<file path="config.mk">
export PLATFORM = sky130hd
export DESIGN_NAME = shift_normalizer
export DESIGN_NICKNAME = d
export VERILOG_FILES = /design/src/rtl/shift_normalizer.sv
export SDC_FILE = /design/constraint.sdc
export NUM_CORES = 1
export LEC_CHECK = 0
export ABC_AREA = 1
export CORE_ASPECT_RATIO = 1.5
export CORE_MARGIN = 5
export CORE_UTILIZATION = 35
export CTS_BUF_LIST = sky130_fd_sc_hd__clkbuf_8 sky130_fd_sc_hd__clkbuf_16
export DETAILED_ROUTE_END_ITERATION = 7
export GPL_TIMING_DRIVEN = 0
export PLACE_DENSITY = 0.63
export SKIP_LAST_GASP = 1
export SYNTH_ARGS = -nofsm -noshare
export SYNTH_HDL_FRONTEND = slang
export SYNTH_SLANG_ARGS = --single-unit
</file>
<file path="constraint.sdc">
create_clock -name clk -period 1.5 [get_ports clk]
set_input_delay 0.375 -clock clk [delete_from_list [all_inputs] [get_ports clk]]
set_output_delay 0.375 -clock clk [all_outputs]
set_load 0.03 [all_outputs]
</file>
<file path="src/rtl/shift_normalizer.sv">
// shift_normalizer: multi-cycle left/right normalizer returning the normalized word and its shift count
module shift_normalizer #(
  parameter int WIDTH = 8
) (
  input  logic                     clk,
  input  logic                     rst_n,
  input  logic                     in_valid,
  output logic                     in_ready,
  input  logic [WIDTH-1:0]         data_in,
  input  logic                     mode,
  output logic                     out_valid,
  input  logic                     out_ready,
  output logic [WIDTH-1:0]         data_out,
  output logic [$clog2(WIDTH)-1:0] shift_amt,
  output logic                     zero
);
  localparam int CW = $clog2(WIDTH);
  typedef enum logic [1:0] {IDLE, SHIFT, DONE} state_t;
  state_t           state_q, state_d;
  logic [WIDTH-1:0] work_q, work_d;
  logic [CW-1:0]    cnt_q, cnt_d;
  logic             mode_q, mode_d, zero_q, zero_d, hit;
  assign in_ready  = (state_q == IDLE);
  assign out_valid = (state_q == DONE);
  assign data_out  = work_q;
  assign shift_amt = cnt_q;
  assign zero      = zero_q;
  assign hit       = zero_q || (mode_q ? work_q[0] : work_q[WIDTH-1]);
  // next state: accept in IDLE, shift one bit per cycle until the target bit is set, hold in DONE
  always_comb begin
    state_d = state_q;
    work_d  = work_q;
    cnt_d   = cnt_q;
    mode_d  = mode_q;
    zero_d  = zero_q;
    case (state_q)
      IDLE: if (in_valid) begin
        work_d  = data_in;
        mode_d  = mode;
        cnt_d   = '0;
        zero_d  = (data_in == '0);
        state_d = SHIFT;
      end
      SHIFT: if (hit) state_d = DONE;
      else begin
        work_d = mode_q ? work_q >> 1 : work_q << 1;
        cnt_d  = cnt_q + CW'(1);
      end
      DONE: if (out_ready) state_d = IDLE;
      default: state_d = IDLE;
    endcase
  end
  // state and working registers; reset drops any in-flight operation
  always_ff @(posedge clk or negedge rst_n) begin
    if (!rst_n) begin
      state_q <= IDLE;
      work_q  <= '0;
      cnt_q   <= '0;
      mode_q  <= 1'b0;
      zero_q  <= 1'b0;
    end else begin
      state_q <= state_d;
      work_q  <= work_d;
      cnt_q   <= cnt_d;
      mode_q  <= mode_d;
      zero_q  <= zero_d;
    end
  end
endmodule

</file>
==> out/results.txt <==
outcome - completed
Inserted Diodes - 0
combinational fraction of design power - 61.3%
Int Pwr - 1365 uW
number of global-route vias before repair - 905
I/O pin cnt - 27
Slew Limit Fails - 0
critical path data required time - 1.12 ns
CTS Buf Count - 3
Post-synth EDFFs - 0
die width - 52.42 um
Switching Power - 1437 uW
asr flop ratio synth - 100.0%
Tmin final - 1.450 ns
crit-path max cell delay - 0.42 ns
Max FO, Critical Path - 4
Worst-Skew Late Latency - 0.25 ns
RSZ-0062 raised after global routing - no
final setup margin - 0.04965 ns
Hold WS - 0.5398 ns
DP HPWL - 1704 um
hold_buf cts - 0
Antenna Violating Nets Remaining - 0
post-DR wirelength/cell - 11.92 um
total die area - 0.003859 sq mm
CP Cell Sequence - dlygate4sd2_1
Sink Count - 15
mapped cell area - 944.7 sq um
Hold/Removal Path Class - flop to flop
grt total ovfl - 0
Site Rows - 23
kind of critical path - flop to primary output
postcts setup bufs - 0
CP endpoint kind - primary output
# DRC - 0
CTS tree - yes
Mapped Cells - 122
Vias/cell - 4.497
Syn Nets - 136
H-tree Lvls - 1
Pwr Density - 2202 mW/mm^2
Final period util - 96.69%
CTS root buffer - clkbuf_8
routability cong. - 0.8087
Pwr Total - 2801 uW
DR iter-0 viols - 20
share of layout cells above drive strength 1 - 19.08%
endpoints failing setup - 0
Resize count post-CTS - 16
Clk pwr share - 11.9%
Port-buffer cells - 26
Max VDD drop - 1.018 mV
Net Sw Frac - 51.28%
MaxCap Viol Count - 0
Placed Cells - 185
Worst slew margin - 53.00%
FMAX - 0.6895 GHz
largest net degree at the start of global routing - 16
gr usage total - 13.33%
Slowest-stage cell, CP - dlygate4sd2_1
Worst Tran Pin Value - 0.7028 ns
DR vias - 850
Clock transition at path regs - 0.06 ns
Startpoint Class - flop
Crit path max-delay family - buffers and inverters
CTS Buffer Depth - 2
nets@finish - 167
Lkg Pwr - 0.0006885 uW
total number of yosys warnings - 0
Final Hold Vio Count - 0
worst path bufs/invs - 1
filler-free cell count of the finished design - 189
initial antenna violation count - 0
sequential fraction of the synthesis area - 39.74%
Main synth FF type - dfrtp_1
Worst Path Arrival - 1.08 ns
syn avg cell area - 7.743 sq um
CORE AREA - 0.002648 sq mm
Initial Util - 35.68%
Syn-to-layout area delta - 34.70%
pre-CTS setup slack - -0.08407 ns
Layout Skew - 0.002276 ns
Unique masters post-synth - 22
die height - 73.63 um
global-route wire length before repair - 3912 um
final WL - 2253 um
#FFs+latches synth - 15
Initial DRT Pass Iterations - 4
Sequential Power Share - 26.7%
## kinds of logic after synthesis
group	after synthesis	synth area share [%]
buffers and inverters	15	8.476
AOI/OAI and AO/OA	6	3.444
and+or+nand+nor	84	46.09
adders and majority gates	1	1.324
xor gates and xnor gates	1	0.9273
DFF	15	39.74
## routing by layer
| metal | track usage (%) | part of all wire, % | vias to the layer above |
|---|---|---|---|
| met5 | 0 | 0 | - |
| met4 | 5.398 | 1.3 | 0 |
| met3 | 2.637 | 3.7 | 4 |
| met2 | 21.96 | 49 | 15 |
| met1 | 16.73 | 45 | 391 |
| li1 | - | - | 440 |
## layout by cell type (no fill, tap or decap), drive strengths merged
cell type,synthesis,routed
a21oi,1,1
buf,4,5
clkbuf,0,4
clkdlybuf4s50,0,12
clkinv,0,1
dfrtp,15,15
dlygate4sd2,0,12
ha,1,1
inv,11,11
nand2,53,53
nand3,18,18
nand3b,1,1
nand4,1,1
nor2,10,10
nor3,1,1
o21a,1,1
o21ai,4,4
xor2,1,1
## worst reg2reg max path, cell delays in order (launching register included)
cell     delay, ns
dfrtp_1       0.42
nand2_1       0.09
inv_2         0.04
nor2_4        0.16
nand2_4       0.09
buf_6         0.17
nand3_2       0.06
nand2_1       0.06
## final timing paths
path / slack [ns] / depth (start not counted) / to / start
setup reg to reg: 0.31 / 7 / data_out[3] / data_out[0]
setup / recovery: 0.05 / 1 / data_out[6] / data_out[6]
min in group asynchronous: 0.55 / 1 / shift_amt[1] / rst_n
hold reg to reg: 0.54 / 2 / shift_amt[2] / shift_amt[2]
max in group asynchronous: 0.51 / 1 / data_out[4] / rst_n
hold / removal: 0.54 / 2 / shift_amt[2] / shift_amt[2]
## final cells by class
class / count / area, sq um
fill: 288 / 1375
multi-input combinational: 92 / 489.2
sequential: 15 / 375.4
timing repair buffer: 26 / 235.2
tap: 37 / 46.29
clock buffer: 3 / 41.29
inverter: 11 / 41.29
buffer: 4 / 38.79
clock inverter: 1 / 5.005
## through the flow
stage / util, % / area (sq um) / TNS [ns]
final: 48.06 / 1272 / 0
after global routing: 48.06 / 1272 / 0
after CTS: 48.44 / 1282 / -0.08511
after detailed placement: 47.26 / 1251 / -0.1550
after global placement: 47.26 / 1251 / -0.1438
after floorplan: - / 944.7 / 0
## cell usage after synthesis (2+ instances only)
| master | count | area, sq um |
|---|---|---|
| inv_2 | 2 | 7.510 |
| inv_1 | 9 | 33.78 |
| o21ai_0 | 2 | 10.01 |
| nand2_2 | 2 | 12.51 |
| o21ai_1 | 2 | 10.01 |
| dfrtp_1 | 15 | 375.4 |
| nand2_4 | 2 | 22.52 |
| nand3_1 | 9 | 45.04 |
| nor2_4 | 3 | 33.78 |
| nand3_2 | 9 | 90.09 |
| buf_6 | 3 | 33.78 |
| nor2_1 | 6 | 22.52 |
| nand2_1 | 49 | 183.9 |
## power groups by stage
stage	Sequential, uW	Combinational, uW	Clock (uW)
2_1_floorplan	1010	1020	0
3_3_place_gp	759	1830	0
3_5_place_dp	763	1860	0
4_1_cts	752	1750	345
5_1_grt	775	1910	364
6_report	749	1720	334
## flip-flops by register name (all words and copies together) (netlist names)
| name | cells |
|---|---|
| data_out | 8 |
| shift_amt | 3 |
| state_q | 2 |
| mode_q | 1 |
| zero | 1 |
Power figures use the tool's default switching activity.
